File: src/rtl/fb_pkg.sv
// Framebuffer geometry shared by the arbiter and its address helper,
// plus the memory-port state encoding.
package fb_pkg;

  localparam int unsigned H_ACTIVE = 640;
  localparam int unsigned V_ACTIVE = 480;
  localparam int unsigned FB_DEPTH = 307200;
  localparam int unsigned ADDR_W   = 19;

  typedef enum logic [1:0] {
    StIdle  = 2'd0,
    StFetch = 2'd1,
    StWrite = 2'd2
  } port_state_e;

endpackage

File: src/rtl/fb_addr_calc.sv
// Maps a (column, line) pair to a linear framebuffer address for 640-pixel
// lines; v*640 is built as (v<<9)+(v<<7) so no multiplier is needed.
module fb_addr_calc #(
  parameter int unsigned ADDR_W = fb_pkg::ADDR_W
) (
  input  logic [9:0]        hcount_i,
  input  logic [9:0]        vcount_i,
  output logic [ADDR_W-1:0] addr_o
);

  logic [ADDR_W-1:0] h_ext;
  logic [ADDR_W-1:0] v_ext;

  always_comb begin
    h_ext  = ADDR_W'(hcount_i);
    v_ext  = ADDR_W'(vcount_i);
    addr_o = (v_ext << 9) + (v_ext << 7) + h_ext;
  end

endmodule

File: src/rtl/fb_arbiter.sv
// Single-port framebuffer arbiter: display fetch owns slot 0 of every pixel
// period, a held-request writer gets every other free cycle.
module fb_arbiter #(
  parameter int unsigned H_ACTIVE = fb_pkg::H_ACTIVE,
  parameter int unsigned V_ACTIVE = fb_pkg::V_ACTIVE,
  parameter int unsigned ADDR_W   = fb_pkg::ADDR_W
) (
  input  logic              clock_i,
  input  logic              reset_i,
  input  logic              pix_en_i,
  input  logic [9:0]        hcount_i,
  input  logic [9:0]        vcount_i,
  input  logic              wr_req_i,
  input  logic [ADDR_W-1:0] wr_addr_i,
  input  logic [2:0]        wr_data_i,
  output logic              wr_ack_o,
  output logic [ADDR_W-1:0] mem_addr_o,
  output logic              mem_we_o,
  output logic [2:0]        mem_wdata_o,
  input  logic [2:0]        mem_rdata_i,
  output logic [2:0]        pix_rgb_o
);

  import fb_pkg::*;

  localparam logic [10:0]     HLim = 11'(H_ACTIVE);
  localparam logic [10:0]     VLim = 11'(V_ACTIVE);
  localparam logic [ADDR_W:0] FbLim = (ADDR_W + 1)'(H_ACTIVE * V_ACTIVE);

  port_state_e       state_q, state_d;
  logic [1:0]        slot_q, slot_d, slot;
  logic              fetch_q, fetch_d;
  logic              visible, wr_in_range;
  logic [ADDR_W-1:0] mem_addr_q, mem_addr_d, pix_addr;
  logic [2:0]        mem_wdata_q, mem_wdata_d;
  logic [2:0]        pix_rgb_q, pix_rgb_d;
  logic              mem_we_q, mem_we_d;

  fb_addr_calc #(
    .ADDR_W(ADDR_W)
  ) u_addr_calc (
    .hcount_i(hcount_i),
    .vcount_i(vcount_i),
    .addr_o  (pix_addr)
  );

  always_comb begin
    state_d     = StIdle;
    slot        = pix_en_i ? 2'd0 : slot_q;
    slot_d      = pix_en_i ? 2'd1 : slot_q + 2'd1;
    fetch_d     = fetch_q;
    mem_addr_d  = mem_addr_q;
    mem_wdata_d = mem_wdata_q;
    mem_we_d    = 1'b0;
    pix_rgb_d   = pix_rgb_q;

    visible     = pix_en_i && ({1'b0, hcount_i} < HLim) && ({1'b0, vcount_i} < VLim);
    wr_in_range = {1'b0, wr_addr_i} < FbLim;

    if (pix_en_i) begin
      fetch_d = visible;
    end

    // A request seen during its own ack cycle is the one just served.
    if (visible) begin
      state_d    = StFetch;
      mem_addr_d = pix_addr;
    end else if (wr_req_i && (state_q != StWrite)) begin
      state_d     = StWrite;
      mem_addr_d  = wr_addr_i;
      mem_wdata_d = wr_data_i;
      mem_we_d    = wr_in_range;
    end

    // Read data for the slot-0 fetch arrives in slot 2; blanking pixels show black.
    if (slot == 2'd2) begin
      pix_rgb_d = fetch_q ? mem_rdata_i : 3'b000;
    end
  end

  always_ff @(posedge clock_i or posedge reset_i) begin
    if (reset_i) begin
      state_q     <= StIdle;
      slot_q      <= 2'd0;
      fetch_q     <= 1'b0;
      mem_addr_q  <= '0;
      mem_wdata_q <= '0;
      mem_we_q    <= 1'b0;
      pix_rgb_q   <= '0;
    end else begin
      state_q     <= state_d;
      slot_q      <= slot_d;
      fetch_q     <= fetch_d;
      mem_addr_q  <= mem_addr_d;
      mem_wdata_q <= mem_wdata_d;
      mem_we_q    <= mem_we_d;
      pix_rgb_q   <= pix_rgb_d;
    end
  end

  assign wr_ack_o    = (state_q == StWrite);
  assign mem_addr_o  = mem_addr_q;
  assign mem_we_o    = mem_we_q;
  assign mem_wdata_o = mem_wdata_q;
  assign pix_rgb_o   = pix_rgb_q;

endmodule

File: config.mk
export PLATFORM = sky130hd
export DESIGN_NAME = fb_arbiter
export DESIGN_NICKNAME = d
export VERILOG_FILES = /design/src/rtl/fb_pkg.sv /design/src/rtl/fb_addr_calc.sv /design/src/rtl/fb_arbiter.sv
export SDC_FILE = /design/constraint.sdc
export NUM_CORES = 1
export LEC_CHECK = 0
export BUFFER_PORTS_ARGS = -buffer_cell sky130_fd_sc_hd__buf_2
export CAP_MARGIN = 15
export CORE_MARGIN = 2
export CORE_UTILIZATION = 44
export DETAILED_ROUTE_END_ITERATION = 10
export PLACE_DENSITY = 0.74
export RECOVER_POWER = 100
export SLEW_MARGIN = 30
export SYNTH_ARGS = -nofsm -noshare
export SYNTH_HDL_FRONTEND = slang
export SYNTH_SLANG_ARGS = --single-unit
export TNS_END_PERCENT = 5
File: constraint.sdc
create_clock -name clock_i -period 1.3 [get_ports clock_i]
set_clock_uncertainty 0.05 [all_clocks]
set_input_delay 0.065 -clock clock_i [delete_from_list [all_inputs] [get_ports clock_i]]
set_output_delay 0.065 -clock clock_i [all_outputs]
set_load 0.1 [all_outputs]
==> out/qor.txt, run 1 <==
IO Port Bufs - 75
Sw power - 0.00207 W
Clock share of power - 0.169
Routed wire per std cell - 13.1 um
Failing checks - negative hold slack, negative setup slack
CTS clk-pin slew, worst paths - 0.06 ns
GRT Total Usage - 0.196
Final setup vio count - 23
Min Hold Slack - -0.0106 ns
Synth top area share - 0.397
RD Place Congestion - 0.916
Sequential area share after synthesis - 0.397
MaxCap Viol Count - 0
Post-route cell area - 2910 um^2
Max-Slew Margin vs Limit - 0.540
Placed Instance Area - 2660 um^2
RSZ-0062 raised after global routing - yes
PnR worst setup slack - -0.573 ns
Rows - 24
Antenna Nets Post-Route - 0
# H-tree levels - 2
RR Startpoint - state_q[0]$_DFF_PP0_
Top cells by area, synth - dfrtp_1 (40%), ha_1 (12%), mux2i_1 (7.2%)
Core ar. - 4320 um^2
Congestion Overflow GR - 0
Worst slew pin tran - 0.691 ns
Worst Path Arrival - 2.03 ns
Switch share - 0.496
Drt initial violations - 58
Total number of vias - 1804
CP startpoint - vcount_i[2]
Core Util, Final - 0.673
Yosys top cell by area - dfrtp_1
Crit path max fanout - 4
Commonest non-fill, non-tap cells in the layout - buf_2 (49), dfrtp_1 (31), buf_4 (29)
Setup slack, reg-to-reg - -0.25 ns
Highest Clock Rate - 0.534 GHz
Startpoint types - input port
Ports - 76
Die area - 4990 um^2
HPWL after DPL - 3650 um
Synth cell types - 41
Clk_lat worst skew - 0.27 ns
WP data required - 1.45 ns
Placed insts - 344
DRC viols - 0
Drt first pass iters - 4
Vias in the first global route - 1859
Area Growth Syn to Fin - 49.1%
CTS tree - yes
Share of layout cells above drive strength 1 - 0.450
Number of buffers created by CTS - 5
Syn Area/Cell - 10.3 um^2
Clk buf depth - 2
Clock root buffer - clkbuf_8
Internal power - 0.00211 W
WS Path Type - in -> reg
P_leak - 1.56 nW
Tmin final - 1.87 ns
Global-route wire length before repair - 7870 um
Routed WL - 4760 um
Hold Crit Class - in -> reg
Initial antenna violation count - 0
Largest net degree at the start of global routing - 32
Seq pwr share - 0.291
Cell area after synthesis - 1950 um^2
Vias/cell - 4.94
# Post-CTS Setup Buffers - 0
TritonCTS Sinks - 31
Slew Viols, Final - 0
Setup crit end kind - register
Worst Min Path Start - mem_rdata_i[0]
Comb pwr share - 0.539
Peak VDD IR - 570 uV
Syn nets - 260
Final nets - 382
Status - complete, but fails checks
Die W - 70.6 um
Yosys warns - 0
Diode count - 0
Fin crit share - 1.44
Final std cells w/o fill - 365
#FFs+latches synth - 31
PD cells - 1440 nW/um^2
Vert. Die Dim - 70.6 um
Commonest non-fill, non-tap cell in the layout - buf_2
Fin. Hold Viols - 1
Mapped Cells - 190
Starting Density - 0.451
[cells by family after synthesis]
logic type               after synthesis  share of synthesized area
AO/OA/AOI/OAI                         50                      0.165
AND/OR/NAND/NOR                       42                      0.102
flip-flops                            31                      0.397
multiplexers                          22                      0.118
adder cells (fa/ha/maj)               21                      0.142
buffers and inverters                 17                     0.0436
XOR/XNOR                               7                     0.0314
[cells in the mapped netlist]
cell,count
nor2_1,15
a21boi_0,1
buf_6,2
o41ai_2,1
a211o_1,2
nand4_1,1
mux2i_1,14
a21o_1,4
nor3_2,1
clkbuf_1,1
buf_2,2
mux2_2,8
a21o_2,1
a21oi_1,17
ha_1,19
nand4b_1,1
o22ai_1,1
or3b_2,1
nor2b_2,1
buf_1,1
o21ai_1,7
xnor2_1,2
a31oi_1,1
dfrtp_1,31
o21bai_1,1
or2_2,1
inv_1,10
nor2b_1,1
nand2_1,13
a211oi_4,1
fa_1,2
o41ai_1,1
xor2_1,5
nor3_1,3
nand3_1,1
o21a_1,2
a211oi_1,2
nand2b_1,3
buf_4,1
a41oi_1,1
o21ai_0,7
[sequential cells by signal (all words and copies together), names as in the netlist]
signal,cells
fetch_q,1
mem_addr_o,19
mem_wdata_o,3
slot_q,2
mem_we_o,1
state_q,2
pix_rgb_o,3
[metal layers]
metal  share of wire  global-route usage  vias up
li1                -                   -      913
met1            0.42               0.227      852
met2            0.54               0.370       34
met3           0.030              0.0299        5
met4           0.011              0.0650        0
met5               0                   0        -
[final cells by class]
type,instances,area [um^2]
Clock buffer,5,68.8
Clock inverter,3,15.0
Fill cell,385,1410
Inverter,10,45.0
Multi-Input combinational cell,142,1150
Sequential cell,31,776
Tap cell,52,65.1
Timing Repair Buffer,122,793
[through the flow]
stage / setup slack (ns) / total power (W) / TNS, ns / hold WS (ns)
4_1_cts: -0.562 / 0.00421 / -4.08 / 0.00350
2_1_floorplan: -0.626 / 0.00291 / -12.10 / 0.0813
3_5_place_dp: -0.909 / 0.00342 / -8.68 / 0.114
6_report: -0.573 / 0.00418 / -5.27 / -0.0106
5_1_grt: -0.655 / 0.00437 / -7.29 / 0.00622
3_3_place_gp: -0.836 / 0.00339 / -8.12 / 0.113
[critical path, stage by stage]
cell and delay [ns]:
buf_8 0.09, inv_8 0.03, fa_1 0.54, inv_2 0.05, fa_2 0.36, a211oi_4 0.30
nor3_2 0.07, o41ai_2 0.25, o41ai_1 0.14, o21ai_1 0.14
[final timing paths]
kind | endpoint | depth (start not counted)
setup reg to reg | mem_addr_o[18]$_DFFE_PP0P_ | 6
max in group asynchronous | mem_addr_o[4]$_DFFE_PP0P_ | 4
hold reg to reg | pix_rgb_o[2]$_DFFE_PP0N_ | 2
min in group asynchronous | slot_q[0]$_DFF_PP0_ | 4
setup / recovery | mem_addr_o[16]$_DFFE_PP0P_ | 10
hold / removal | pix_rgb_o[0]$_DFFE_PP0N_ | 3
[power groups by stage]
| stage | Clock (W) | Sequential [W] | Combinational, W |
|---|---|---|---|
| final | 0.000708 | 0.00122 | 0.00225 |
| after CTS | 0.000727 | 0.00121 | 0.00227 |
| after global routing | 0.000760 | 0.00123 | 0.00238 |
| after floorplan | 0 | 0.00233 | 0.000582 |
| after global placement | 0 | 0.00122 | 0.00217 |
| after detailed placement | 0 | 0.00123 | 0.00219 |
[repair_timing]
item	in CTS	in global routing
gates resized for setup	15	4
pin swaps	5	1
hold buffers	13	0
hold endpoints to repair	43	0
cloned	0	0
endpoints found under the setup margin	23	22
Power figures use the tool's default switching activity.
==> run 2: changes to the inputs <==
--- a/config.mk
+++ b/config.mk
@@ -8,12 +8,13 @@
 export BUFFER_PORTS_ARGS = -buffer_cell sky130_fd_sc_hd__buf_2
 export CAP_MARGIN = 15
 export CORE_MARGIN = 2
-export CORE_UTILIZATION = 44
+export CORE_UTILIZATION = 45
 export DETAILED_ROUTE_END_ITERATION = 10
 export PLACE_DENSITY = 0.74
 export RECOVER_POWER = 100
 export SLEW_MARGIN = 30
 export SYNTH_ARGS = -nofsm -noshare
 export SYNTH_HDL_FRONTEND = slang
+export SYNTH_HIERARCHICAL = 1
 export SYNTH_SLANG_ARGS = --single-unit
 export TNS_END_PERCENT = 5
==> run 2 against run 1 <==
Effect of this change: the run still ends with negative hold slack, negative setup slack left; sequential cell count unchanged; worst setup slack got worse by 0.044 ns; sequential power about the same; wire length increased by 24%; largest power group unchanged.
==> out/qor.txt, run 2 <==
Synth Area in Adders - 0.129
Post-synthesis simple-gate area fraction - 0.178
PnR worst setup slack - -0.617 ns
CTS clk-pin slew, worst paths - 0.06 ns
IO Port Bufs - 75
Crit path max fanout - 3
Congestion Overflow GR - 0
Final nets - 406
MaxCap Viol Count - 0
Sequential area share after synthesis - 0.360
Worst Min Path Start - pix_en_i
RR Startpoint - state_q[0]$_DFF_PP0_
Setup Slack @ Placement - -1.11 ns
Worst slew pin tran - 0.771 ns
Fill cell count - 384
TritonCTS Sinks - 31
Failing checks - negative hold slack, negative setup slack
Ys async rst share - 1.00
Initial antenna violation count - 0
Area Growth Syn to Fin - 38.8%
Setup slack, reg-to-reg - -0.02 ns
Worst Path Arrival - 2.02 ns
Syn nets - 301
Ports - 76
Startpoint types - input port
Post-route cell area - 2990 um^2
Worst hold path endpoint - slot_q[0]$_DFF_PP0_
Post-synth top cells - dfrtp_1 (31), nand3_1 (26), o21ai_0 (25), a31oi_1 (21)
Highest Clock Rate - 0.522 GHz
Core ar. - 4660 um^2
Slew Viols, Final - 0
Global-route wire length before repair - 9830 um
Rows - 25
DRC viols - 0
Commonest non-fill, non-tap cell in the layout - buf_2
Number of buffers created by CTS - 5
RSZ-0062 raised after global routing - yes
Synth top area share - 0.360
Min Hold Slack - -0.0105 ns
Drt initial violations - 130
Main combinational cell family by area after synthesis - compound AO/OA/AOI/OAI gates
Clk_lat worst skew - 0.28 ns
Diode count - 0
Die W - 73.2 um
#FFs+latches synth - 31
Clock root buffer - clkbuf_8
Post-synthesis mux area share - 0.0157
Reg-to-Reg End - mem_wdata_o[0]$_DFFE_PP0P_
Peak VDD IR - 981 uV
Top cells by area, synth - dfrtp_1 (36%), ha_1 (11%), a31oi_1 (6.1%)
Top FF cell, synth - dfrtp_1
P_leak - 1.43 nW
Drt first pass iters - 4
WP data required - 1.40 ns
R2R depth - 3
Total number of vias - 2190
Die area - 5360 um^2
RD Place Congestion - 0.879
Synth Area in Compound Gates - 0.190
Mapped Cells - 231
Syn Area/Cell - 9.33 um^2
Synth Area in XOR/XNOR - 0.0407
CTS tree - yes
Placed Instance Area - 2730 um^2
Final std cells w/o fill - 391
Max-Slew Margin vs Limit - 0.486
Clk buf depth - 2
Share of layout cells above drive strength 1 - 0.412
Synth cell types - 38
Vias in the first global route - 2124
# H-tree levels - 2
WS Path Type - in -> reg
Yosys top cell by area - dfrtp_1
Routed WL - 5890 um
Vias/cell - 5.60
Status - complete, but fails checks
Placed insts - 371
Commonest non-fill, non-tap cells in the layout - buf_2 (45), buf_4 (32), dfrtp_1 (31)
Vert. Die Dim - 73.2 um
Fin. Hold Viols - 2
Antenna Nets Post-Route - 0
Routed wire per std cell - 15.1 um
Tmin final - 1.92 ns
Max reg flops - 19
Post-synth EDFFs - 0
PD cells - 1390 nW/um^2
GRT Total Usage - 0.236
Yosys warns - 6
Hold Crit Class - in -> reg
HPWL after DPL - 4260 um
Final setup vio count - 14
Cell area after synthesis - 2150 um^2
Count leader, synth - dfrtp_1
Setup crit end kind - register
Fin crit share - 1.47
Largest net degree at the start of global routing - 32
Hold path cells - 2
Starting Density - 0.462
-- run 2: cell types whose count changed after synthesis, moves of 11 or more --
cell / before / now
a31oi_1: 1 / 21
nand3_1: 1 / 26
a21oi_1: 17 / 5
o21ai_0: 7 / 25
mux2i_1: 14 / 0
nor2_1: 15 / 4
nor4_1: 0 / 19
-- run 2: kinds of logic (layout without fill, tap and decap cells) --
group | after synthesis | in the layout
AO/OA/AOI/OAI | 62 | 62
flip-flops | 31 | 31
buffers and inverters | 35 | 141
multiplexers | 3 | 3
XOR/XNOR | 10 | 10
adder cells (fa/ha/maj) | 21 | 21
AND/OR/NAND/NOR | 69 | 69
-- run 2: area by class of cell --
cell class / instances / area, um^2 / share of cell area
clock buffer: 7 / 76.3 / 0.0255
timing repair buffer: 120 / 776 / 0.259
sequential: 31 / 776 / 0.259
multi-input combinational: 165 / 1230 / 0.412
inverter: 13 / 58.8 / 0.0197
tap: 54 / 67.6 / 0.0226
clock inverter: 1 / 5.00 / 0.00167
-- run 2: how the worst max path moves through the flow --
stage | start | endpoint | slack (ns) | cells past startpoint
5_1_grt | hcount_i[9] | mem_addr_o[16]$_DFFE_PP0P_ | -0.73 | 11
6_report | hcount_i[9] | mem_addr_o[16]$_DFFE_PP0P_ | -0.62 | 11
3_3_place_gp | vcount_i[2] | mem_addr_o[16]$_DFFE_PP0P_ | -1.07 | 11
4_1_cts | hcount_i[9] | mem_addr_o[16]$_DFFE_PP0P_ | -0.62 | 11
3_5_place_dp | vcount_i[2] | mem_addr_o[16]$_DFFE_PP0P_ | -1.11 | 11
2_1_floorplan | vcount_i[2] | mem_addr_o[16]$_DFFE_PP0P_ | -0.83 | 10
-- run 2: where the power goes --
part | switching (W) | internal (W)
clock network | 0.000335 | 0.000375
logic | 0.00166 | 0.000588
registers | 0.0000870 | 0.00112
-- run 2: per-stage QoR --
step / utilization / total power (W) / hold slack [ns] / TNS, ns
global placement: 0.586 / 0.00337 / 0.112 / -10.21
CTS: 0.641 / 0.00418 / 0.00133 / -4.50
finish: 0.642 / 0.00416 / -0.0105 / -4.69
floorplan: - / 0.00289 / 0.0813 / -10.89
detailed placement: 0.586 / 0.00339 / 0.125 / -10.69
global route: 0.642 / 0.00437 / 0.00528 / -6.38
-- run 2: worst max-delay path, stage by stage --
cell and delay [ns]:
buf_6 0.07, inv_2 0.03, fa_1 0.54, inv_2 0.05, fa_2 0.36, a21oi_2 0.16
o211ai_2 0.16, o41ai_2 0.25, xnor2_1 0.09, nor4_1 0.17, a31oi_1 0.07
-- run 2: routing by layer --
layer  vias up  GRT usage  part of all wire
met5         -          0                 0
met4         0     0.0802             0.021
met3        12     0.0483             0.069
met2        82      0.380              0.48
met1      1030      0.314              0.43
li1       1066          -                 -
-- run 2: timing repair --
action                     CTS  global route
hold buffers                11             0
setup endpoints to repair   11            14
hold endpoints to repair    41             0
buffers inserted             1             0
pin swaps                   24             0
resized for setup           16             5
